File: src/rtl/wash_program_cfg.sv
// ---------------------------------------------------------------------------
// wash_program_cfg
//
// Program / configuration unit for the washer controller. While the system is
// in the set state it steps through the preset programs (WRD, W, WR, R, RD, D,
// custom) and lets the user edit the custom water level and rinse count. It
// derives registered per-phase durations plus their total, and hands the
// frozen configuration to the run controller through a valid/ready handshake.
//
// Optional feature (compile-time macro WASH_SEL_MEMORY_EN):
//   defined   - every lock captures prog/water/rinse; beginST in IDLE restores
//               that capture (reset clears it to the defaults).
//   undefined - beginST in IDLE always loads prog 0, WATER_DEF, rinse 1.
//
// Ports:
//   i_cp            clock, all logic on the rising edge
//   i_rst_n         synchronous active-low reset
//   i_state   [2:0] system state: 0 shutDown,1 begin,2 set,3 run,4 error,
//                   5 pause,6 finish
//   i_click         select key level (rising edge detected here)
//   i_water_btn     modifier: click edge -> water level +1
//   i_rinse_btn     modifier: click edge -> rinse count step
//   i_start_req     level; a rising edge while editing requests hand-off
//   i_load_ready    run controller accepts the offered configuration
//   o_load_valid    configuration offered, stable while high
//   o_cfg_locked    configuration frozen for the run
//   o_prog_idx[2:0] 0 WRD,1 W,2 WR,3 R,4 RD,5 D,6 custom
//   o_phase_mask    {wash,rinse,dry} enables
//   o_water_level   current water level
//   o_rinse_cnt     rinse repetitions (0 when rinse phase is disabled)
//   o_wash_time / o_rinse_time / o_dry_time   phase durations (minutes)
//   o_total_time    wash + rinse + dry, full width
//   o_led_mask      phase mask while editing/offering, otherwise 0
// ---------------------------------------------------------------------------
module wash_program_cfg #(
  parameter int unsigned TIME_W     = 6,
  parameter int unsigned WATER_W    = 3,
  parameter int unsigned WATER_MIN  = 1,
  parameter int unsigned WATER_MAX  = 7,
  parameter int unsigned WATER_DEF  = 3,
  parameter int unsigned RINSE_MAX  = 3,
  parameter int unsigned WASH_BASE  = 2,
  parameter int unsigned RINSE_BASE = 1,
  parameter int unsigned DRY_T      = 5
) (
  input  logic                i_cp,
  input  logic                i_rst_n,
  input  logic [2:0]          i_state,
  input  logic                i_click,
  input  logic                i_water_btn,
  input  logic                i_rinse_btn,
  input  logic                i_start_req,
  input  logic                i_load_ready,
  output logic                o_load_valid,
  output logic                o_cfg_locked,
  output logic [2:0]          o_prog_idx,
  output logic [2:0]          o_phase_mask,
  output logic [WATER_W-1:0]  o_water_level,
  output logic [1:0]          o_rinse_cnt,
  output logic [TIME_W-1:0]   o_wash_time,
  output logic [TIME_W-1:0]   o_rinse_time,
  output logic [TIME_W-1:0]   o_dry_time,
  output logic [TIME_W+1:0]   o_total_time,
  output logic [2:0]          o_led_mask
);

  localparam logic [1:0] S_IDLE  = 2'd0;
  localparam logic [1:0] S_EDIT  = 2'd1;
  localparam logic [1:0] S_OFFER = 2'd2;
  localparam logic [1:0] S_LOCK  = 2'd3;

  localparam logic [2:0] ST_SHUTDOWN = 3'd0;
  localparam logic [2:0] ST_BEGIN    = 3'd1;
  localparam logic [2:0] ST_SET      = 3'd2;
  localparam logic [2:0] ST_ERROR    = 3'd4;
  localparam logic [2:0] ST_PAUSE    = 3'd5;

  localparam logic [2:0]         PROG_CUSTOM = 3'd6;
  localparam int unsigned        TIME_MAX    = (1 << TIME_W) - 1;
  localparam logic [WATER_W-1:0] WATER_DEF_V = WATER_W'(WATER_DEF);
  localparam logic [WATER_W-1:0] WATER_MAX_V = WATER_W'(WATER_MAX);
  localparam logic [1:0]         RINSE_MAX_V = 2'(RINSE_MAX);

  function automatic logic [2:0] mask_of(input logic [2:0] prog);
    logic [2:0] m;
    case (prog)
      3'd0:    m = 3'b111;
      3'd1:    m = 3'b100;
      3'd2:    m = 3'b110;
      3'd3:    m = 3'b010;
      3'd4:    m = 3'b011;
      3'd5:    m = 3'b001;
      default: m = 3'b111;
    endcase
    return m;
  endfunction

  function automatic logic [TIME_W-1:0] sat_time(input logic [31:0] v);
    if (v > 32'(TIME_MAX)) return TIME_W'(TIME_MAX);
    return v[TIME_W-1:0];
  endfunction

  function automatic logic [TIME_W-1:0] wash_of(input logic [2:0] prog,
                                                input logic [WATER_W-1:0] water);
    logic [2:0] m;
    m = mask_of(prog);
    if (!m[2]) return '0;
    return sat_time(32'(WASH_BASE) + 32'(water));
  endfunction

  function automatic logic [TIME_W-1:0] rinse_of(input logic [2:0] prog,
                                                 input logic [WATER_W-1:0] water,
                                                 input logic [1:0] rinse);
    logic [2:0] m;
    m = mask_of(prog);
    if (!m[1]) return '0;
    return sat_time(32'(rinse) * (32'(RINSE_BASE) + 32'(water)));
  endfunction

  function automatic logic [TIME_W-1:0] dry_of(input logic [2:0] prog);
    logic [2:0] m;
    m = mask_of(prog);
    if (!m[0]) return '0;
    return sat_time(32'(DRY_T));
  endfunction

  // Water level saturates at the top; the floor is held by WATER_MIN.
  function automatic logic [WATER_W-1:0] water_inc(input logic [WATER_W-1:0] w);
    if (w >= WATER_MAX_V) return WATER_MAX_V;
    if (32'(w) < WATER_MIN) return WATER_W'(WATER_MIN);
    return w + 1'b1;
  endfunction

  function automatic logic [1:0] rinse_step(input logic [1:0] r);
    if (r >= RINSE_MAX_V) return 2'd1;
    return r + 2'd1;
  endfunction

  logic [1:0]         r_fsm;
  logic [2:0]         r_prog;
  logic [WATER_W-1:0] r_water;
  logic [1:0]         r_rinse;
  logic               r_load_valid;
  logic               r_cfg_locked;
  logic               r_settled;
  logic               r_click_q;
  logic               r_start_q;
  logic [TIME_W-1:0]  r_wash_t;
  logic [TIME_W-1:0]  r_rinse_t;
  logic [TIME_W-1:0]  r_dry_t;
  logic [TIME_W+1:0]  r_total_t;

`ifdef WASH_SEL_MEMORY_EN
  logic [2:0]         r_snap_prog;
  logic [WATER_W-1:0] r_snap_water;
  logic [1:0]         r_snap_rinse;
`endif

  logic               w_ev;
  logic               w_sv;
  logic [2:0]         w_mask;
  logic [TIME_W-1:0]  w_wash_n;
  logic [TIME_W-1:0]  w_rinse_n;
  logic [TIME_W-1:0]  w_dry_n;
  logic [TIME_W+1:0]  w_total_n;
  logic               w_hs;

  assign w_ev   = i_click & ~r_click_q;
  assign w_sv   = i_start_req & ~r_start_q;
  assign w_mask = mask_of(r_prog);

  assign w_wash_n  = wash_of(r_prog, r_water);
  assign w_rinse_n = rinse_of(r_prog, r_water, r_rinse);
  assign w_dry_n   = dry_of(r_prog);
  assign w_total_n = (TIME_W+2)'(w_wash_n) + (TIME_W+2)'(w_rinse_n) + (TIME_W+2)'(w_dry_n);

  // The handshake only completes once the offer has been up for a full cycle,
  // so the registered durations already reflect any edit made on entry.
  assign w_hs = r_load_valid & i_load_ready & r_settled;

  // Edge detectors for the key and start levels
  always_ff @(posedge i_cp) begin
    if (!i_rst_n) begin
      r_click_q <= 1'b0;
      r_start_q <= 1'b0;
    end else begin
      r_click_q <= i_click;
      r_start_q <= i_start_req;
    end
  end

  // Program FSM and configuration registers
  always_ff @(posedge i_cp) begin
    if (!i_rst_n) begin
      r_fsm        <= S_IDLE;
      r_prog       <= 3'd0;
      r_water      <= WATER_DEF_V;
      r_rinse      <= 2'd1;
      r_load_valid <= 1'b0;
      r_cfg_locked <= 1'b0;
      r_settled    <= 1'b0;
    end else begin
      case (r_fsm)
        S_IDLE: begin
          r_load_valid <= 1'b0;
          r_cfg_locked <= 1'b0;
          if (i_state == ST_SET) begin
            r_fsm <= S_EDIT;
          end else if (i_state == ST_BEGIN) begin
`ifdef WASH_SEL_MEMORY_EN
            r_prog  <= r_snap_prog;
            r_water <= r_snap_water;
            r_rinse <= r_snap_rinse;
`else
            r_prog  <= 3'd0;
            r_water <= WATER_DEF_V;
            r_rinse <= 2'd1;
`endif
          end
        end

        S_EDIT: begin
          if (i_state != ST_SET) begin
            r_fsm <= S_IDLE;
          end else begin
            if (w_ev) begin
              if (i_water_btn) begin
                r_prog  <= PROG_CUSTOM;
                r_water <= water_inc(r_water);
              end else if (i_rinse_btn) begin
                r_prog  <= PROG_CUSTOM;
                r_rinse <= rinse_step(r_rinse);
              end else begin
                r_prog  <= (r_prog == PROG_CUSTOM) ? 3'd0 : r_prog + 3'd1;
                r_water <= WATER_DEF_V;
                r_rinse <= 2'd1;
              end
            end
            if (w_sv) begin
              r_fsm        <= S_OFFER;
              r_load_valid <= 1'b1;
              r_settled    <= 1'b0;
            end
          end
        end

        S_OFFER: begin
          r_settled <= 1'b1;
          if (i_state == ST_SHUTDOWN || i_state == ST_BEGIN) begin
            r_fsm        <= S_IDLE;
            r_load_valid <= 1'b0;
          end else if (w_hs) begin
            r_fsm        <= S_LOCK;
            r_load_valid <= 1'b0;
            r_cfg_locked <= 1'b1;
          end
        end

        default: begin
          // Error and pause keep the lock; run/set also leave it untouched.
          if (i_state != ST_ERROR && i_state != ST_PAUSE &&
              (i_state == 3'd6 || i_state == ST_SHUTDOWN || i_state == ST_BEGIN)) begin
            r_fsm        <= S_IDLE;
            r_cfg_locked <= 1'b0;
          end
        end
      endcase
    end
  end

`ifdef WASH_SEL_MEMORY_EN
  // Snapshot taken on every entry into LOCK
  always_ff @(posedge i_cp) begin
    if (!i_rst_n) begin
      r_snap_prog  <= 3'd0;
      r_snap_water <= WATER_DEF_V;
      r_snap_rinse <= 2'd1;
    end else if (r_fsm == S_OFFER && w_hs &&
                 i_state != ST_SHUTDOWN && i_state != ST_BEGIN) begin
      r_snap_prog  <= r_prog;
      r_snap_water <= r_water;
      r_snap_rinse <= r_rinse;
    end
  end
`endif

  // Registered durations, one cycle behind the configuration
  always_ff @(posedge i_cp) begin
    if (!i_rst_n) begin
      r_wash_t  <= wash_of(3'd0, WATER_DEF_V);
      r_rinse_t <= rinse_of(3'd0, WATER_DEF_V, 2'd1);
      r_dry_t   <= dry_of(3'd0);
      r_total_t <= (TIME_W+2)'(wash_of(3'd0, WATER_DEF_V)) +
                   (TIME_W+2)'(rinse_of(3'd0, WATER_DEF_V, 2'd1)) +
                   (TIME_W+2)'(dry_of(3'd0));
    end else begin
      r_wash_t  <= w_wash_n;
      r_rinse_t <= w_rinse_n;
      r_dry_t   <= w_dry_n;
      r_total_t <= w_total_n;
    end
  end

  assign o_load_valid  = r_load_valid;
  assign o_cfg_locked  = r_cfg_locked;
  assign o_prog_idx    = r_prog;
  assign o_phase_mask  = w_mask;
  assign o_water_level = r_water;
  assign o_rinse_cnt   = w_mask[1] ? r_rinse : 2'd0;
  assign o_wash_time   = r_wash_t;
  assign o_rinse_time  = r_rinse_t;
  assign o_dry_time    = r_dry_t;
  assign o_total_time  = r_total_t;
  assign o_led_mask    = (r_fsm == S_EDIT || r_fsm == S_OFFER) ? w_mask : 3'b000;

endmodule

File: config.mk
export PLATFORM = sky130hd
export DESIGN_NAME = wash_program_cfg
export DESIGN_NICKNAME = d
export VERILOG_FILES = /design/src/rtl/wash_program_cfg.sv
export SDC_FILE = /design/constraint.sdc
export NUM_CORES = 1
export LEC_CHECK = 0
export CAP_MARGIN = 10
export CORE_MARGIN = 1
export CORE_UTILIZATION = 30
export CTS_BUF_LIST = sky130_fd_sc_hd__clkbuf_8
export DETAILED_ROUTE_END_ITERATION = 7
export GPL_TIMING_DRIVEN = 0
export PLACE_DENSITY = 0.58
export SLEW_MARGIN = 10
export SYNTH_ARGS = -nofsm -noshare
export SYNTH_HDL_FRONTEND = slang
export SYNTH_SLANG_ARGS = --single-unit
File: constraint.sdc
create_clock -name i_cp -period 3.2 [get_ports i_cp]
set_input_delay 0.64 -clock i_cp [delete_from_list [all_inputs] [get_ports i_cp]]
set_output_delay 0.64 -clock i_cp [all_outputs]
set_load 0.01 [all_outputs]
Word-level counts from Yosys, hierarchy flattened
Index checks and enable logic that the tools add are counted.
Storage, ports and cells
  input port bits: 10
  bits in registers: 41
  output and inout bits: 42
Operators by class
  bitwise gates (word level): 7
  magnitude comparators: 5
  add/subtract/negate cells: 7
  reduce and logical (&&, ||, !) cells: 20
  equal/unequal tests: 26
  multiply operators: 1
  mux-type cells: 81
Operator list (number)
  $mux W3: 19
  $mux W6: 6
  $mux W1: 33
  $mux W2: 15
  $ne A2 B2 Y1 const B: 9
  $ne A3 B3 Y1 const B: 5
  $pmux W3 S5: 1
  $eq A3 B3 Y1 const B: 4
  $pmux W3 S2: 2
  $reduce_and A4 Y1: 3
  $reduce_and A6 Y1: 2
  $eq A3 B2 Y1 const B: 3
  $add A7 B6 Y8: 1
  $add A6 B6 Y7: 1
  $add A3 B1 Y3 const B: 2
  $eq A3 B1 Y1 const B: 2
  $gt A4 B6 Y1 const B: 1
  $gt A6 B6 Y1 const B: 1
  $mul A2 B4 Y6: 1
  $pmux W1 S3: 2
  $pmux W2 S3: 1
  $reduce_bool A3 Y1: 2
  $reduce_and A5 Y1: 1
  $add A1 B3 Y4 const A: 1
  other kinds (19): 29

Longest topological paths before layout
  depth in word-level cells: 19
  mapped depth: 16
  mapped depth without buffers: 14

Worst setup path after synthesis
No wires, ideal clock.
  path kind: register to register
  start point: register r_water[1] (netlist: o_water_level[1])
  end point: register r_total_t[5] (netlist: o_total_time[5])
  arrival time: 3.124 ns
  cell stages (with the launch flop): 13
  setup time: 0.078 ns
  data required time: 3.122 ns
  slack: -0.002 ns
  buffers on the path: 0
  clock period less this slack: 3.202 ns
  path through: dfxtp_1 ha_1 and2_1 ha_1 fa_1 nor2b_1 fa_1 inv_1 fa_1 nor2b_1 o21ai_0 nor3b_1 nor3_1
Between the ends
  word-level cells in the longest chain between the ends: 9
Ends and longest elaborated chain
  from (decl): RTL line 141  | logic [WATER_W-1:0] r_water;
  from (signal assigned): RTL line 229  | r_water <= water_inc(r_water);
  $add A1 B3 Y4 (*): RTL line 117  | return sat_time(32'(rinse) * (32'(RINSE_BASE) + 32'(water)));
  $mul A2 B4 Y6 (*): RTL line 117
  $gt A6 B6 Y1: RTL line 99  | if (v > 32'(TIME_MAX)) return TIME_W'(TIME_MAX);
  $mux W1: RTL line 99
  $mux W1: RTL line 117
  $mux W6 (*): RTL line 100  | return v[TIME_W-1:0];
  $mux W6 (*): RTL line 117
  named net w_rinse_n[2]: RTL line 163  | logic [TIME_W-1:0] w_rinse_n;
  $add A6 B6 Y7 (*): RTL line 175  | assign w_total_n = (TIME_W+2)'(w_wash_n) + (TIME_W+2)'(w_rinse_n) + (TIME_W+2)'(w_dry_n);
  $add A7 B6 Y8 (*): RTL line 175
  to (signal assigned): RTL line 293  | r_total_t <= (TIME_W+2)'(wash_of(3'd0, WATER_DEF_V)) +
  to (signal assigned): RTL line 300  | r_total_t <= w_total_n;
  to (decl): RTL line 151  | logic [TIME_W+1:0] r_total_t;
The timed path passes the listed nets; every way through them passes the cells marked *. The select of a mux whose other input is x is not followed.
A chain may end at the register's enable or synchronous reset.

Final worst setup path
  start point: register r_water[0] (netlist: o_water_level[0])
  end point: register r_total_t[4] (netlist: o_total_time[4])
The elaborated chain is that of the path after synthesis.

==> impl_results.md <==
- Clk Latency, worst-skew pair: 0.29 ns
- Max transition margin: approximately 64%
- Type of origin of the critical path: register
- Unique masters post-synth: 45
- Placed Area: 2590 um2
- Sequential area share after synthesis: 32.4%
- Clock power share: 22.7%
- Max-cap violations: 0
- Root buffer cell: clkbuf_8
- Sw Pwr: about 450 uW
- Layout cell share with drive strength beyond 1: 14.7%
- Pre-antenna DRT Iters: 6
- Ports: 52
- Int Pwr: 877 uW
- Hold Crit Class: reg2reg
- Clk sinks: 33
- Primary FF master, synth: dfxtp_1
- Routability cong.: 0.800
- Grt ovf: 0
- Cts hold-fix bufs: 0
- Seq pwr share: 35.4%
- Clock buffer depth: 2
- Outcome: finished, violations left
- Area Overhead vs Synth: 36.2%
- Clock-pin slew on the worst setup and hold paths: 0.07 ns
- Slowest CP cell: fa_1
- Starting density of the core: 31.5%
- RSZ-0062 raised after global routing: yes
- Port Buffers: between 40 and 50
- Power share of the combinational group: 41.9%
- Synthesized flop and latch total: 33
- CP Capture Type: register
- CP Data Arrival Time: 3.28 ns
- Leak Pwr: 0.00115 uW
- Synth Area per Inst: roughly 8.7 um2
- CTS buffer count: 5
- Critical path type: reg2reg
- Commonest non-fill, non-tap cell in the layout: clkdlybuf4s50_1
- Die width: 84.4 um
- Cells after Synth: 234
- Post-synthesis cell area: between 2000 and 2500 um2
- Hpwl dp: 3660 um
- Post-Layout Cell Count: between 300 and 400
- Power per cell area: 477 nW/um2
- DRT iter0 DRCs: 107
- Final min period: 3.11 ns
- Nets: 326
- Number of synthesized flops with an enable pin: 0
- WL/cell: 13.4 um
- Vias post-DR: 1800
- Crit-path max cell delay: 0.49 ns
- Worst-path maximum fanout: 3
- Failing checks: DRC
- CTS tree: built
- Post-Place Cells: between 300 and 400
- Critical path required time: 3.37 ns
- Vias per inst: 4.86
- Fin. Hold Viols: 0
- Async S/R FF share, synth: 0%
- Post-DRT Antenna Nets: 0
- CP delay by family, top: adder cells
- Achievable frequency: 0.322 GHz
- Syn. warnings: 0
- First-pass GRT wire length: 8180 um
- Die area: 7120 um2
- Crit share post-route: 97.1%
- Commonest cells after routing, fill and taps aside: 43 x clkdlybuf4s50_1, 28 x dfxtp_1, 17 x inv_1
- Sw frac: 33.8%
- Pin count of the biggest net entering global routing: 11
- Final Max Tran Viols: 0
- # diodes: 0
- Count of final setup violators: 0
- Initial antenna violation count: 0
- H-Tree Depth: 2
- Setup TNS: 0 ns
- Number of global-route vias before repair: between 1500 and 2000
- Layout Skew: 0.0100 ns
- WL final: ~4900 um
- Die height: 84.4 um
- Cell area after layout: 2780 um2
- Total GRT Usage: 14.7%
- Max VDD drop: approximately 0.00014 V
- Buf+Inv Stages, Crit Path: 1
- Worst slew pin tran: 0.536 ns
- Crit path cell chain: ha_4, and2_1, ha_2, fa_1, nor2b_4, fa_1, buf_4, ha_1, a21o_1, a21o_1, nor2_1, nor3b_2
- Row count: 29
- Core ar.: 6460 um2
- DRC: 8
- Fillers: ~660
-- logic make-up (layout without fill, tap and decap cells) --
logic type      count (synthesis)  count (layout)  share of synthesized area (%)
xor+xnor                        2               2                          0.860
buf+inv                        34              87                           8.11
fa+ha+maj                      24              24                           16.2
simple gates                   88              88                           24.4
other cells                     1               7                          0.184
mux                             5               5                           2.46
compound gates                 47              47                           15.3
flops                          33              33                           32.4
-- per-stage QoR --
stage | total power, uW | util, % | hold slack, ns | setup WS, ns
6_report | 1320 | 43.0 | 0.504 | 0.0916
5_1_grt | 1420 | 43.0 | 0.534 | -0.00692
4_1_cts | 1330 | 42.1 | 0.509 | 0.00266
3_5_place_dp | 998 | 40.1 | 0.493 | -0.328
3_3_place_gp | 991 | 40.1 | 0.498 | -0.288
2_1_floorplan | 815 | - | 0.471 | 0.0366
-- flip-flops by register name, indices dropped and copies added, names as in the netlist --
register and cells:
r_fsm 2, o_water_level 3, r_start_q 1, r_settled 1, o_load_valid 1, o_total_time 7
r_rinse 2, o_cfg_locked 1, o_prog_idx 3, o_rinse_time 6, o_dry_time 1, r_click_q 1
o_wash_time 4
-- power groups by stage --
stage	clock [uW]	combinational [uW]	sequential [uW]
6_report	301	556	469
5_1_grt	328	619	473
4_1_cts	311	545	469
3_5_place_dp	0	519	479
3_3_place_gp	0	513	478
2_1_floorplan	0	328	486
-- worst paths after layout --
kind,start,slack [ns],cells after the start,end
max reg2reg,o_water_level[0],0.09,12,o_total_time[4]
min,o_load_valid,0.50,1,o_load_valid
min reg2reg,o_load_valid,0.50,1,o_load_valid
max,o_water_level[0],0.09,12,o_total_time[4]
-- Yosys cell counts, types with 6 or more instances --
| cell | instances | area share (%) |
|---|---|---|
| clkbuf_1 | 7 | 1.3 |
| buf_4 | 8 | 2.9 |
| and2_1 | 14 | 4.3 |
| nor2b_1 | 7 | 2.1 |
| inv_1 | 17 | 3.1 |
| dfxtp_1 | 33 | 32 |
| a21oi_1 | 13 | 3.2 |
| nand2_1 | 9 | 1.7 |
| ha_1 | 20 | 12 |
| nor3_1 | 6 | 1.5 |
| nand3_1 | 6 | 1.5 |
| nor2_1 | 16 | 2.9 |
| o21ai_0 | 12 | 2.9 |
| nor3b_1 | 6 | 2.2 |
-- metal layers --
layer	vias up	track usage [%]	share of wire [%]
li1	910	-	-
met1	848	19.1	49
met5	-	0	0
met3	5	3.15	4.1
met2	37	23.6	45
met4	0	6.47	1.7
-- layout make-up --
class	instances	area (um2)	share of cell area (%)
repair buffers	46	453	16.3
multi-input cells	173	1300	46.8
clock buffers	5	68.8	2.48
inverters	18	67.6	2.43
clock inverters	3	13.8	0.496
well taps	77	96.3	3.47
flip-flops and latches	33	674	24.3
plain buffers	15	103	3.70
-- worst reg2reg max path, delay by kind of cell, from the launching register on --
kind / cells / cell delay [ns]
AND/OR/NAND/NOR: 4 / 0.48
buffers and inverters: 1 / 0.15
adder cells (fa/ha/maj): 5 / 1.63
AO/OA/AOI/OAI: 2 / 0.36
flip-flops: 1 / 0.36
-- timing repair --
| item | 4_1_cts | 5_1_grt |
|---|---|---|
| resized for setup | 14 | 14 |
| pin swaps | 2 | 5 |
| endpoints found under the setup margin | 7 | 5 |
| setup buffers | 2 | 1 |
(Power assumes the default switching activity.)
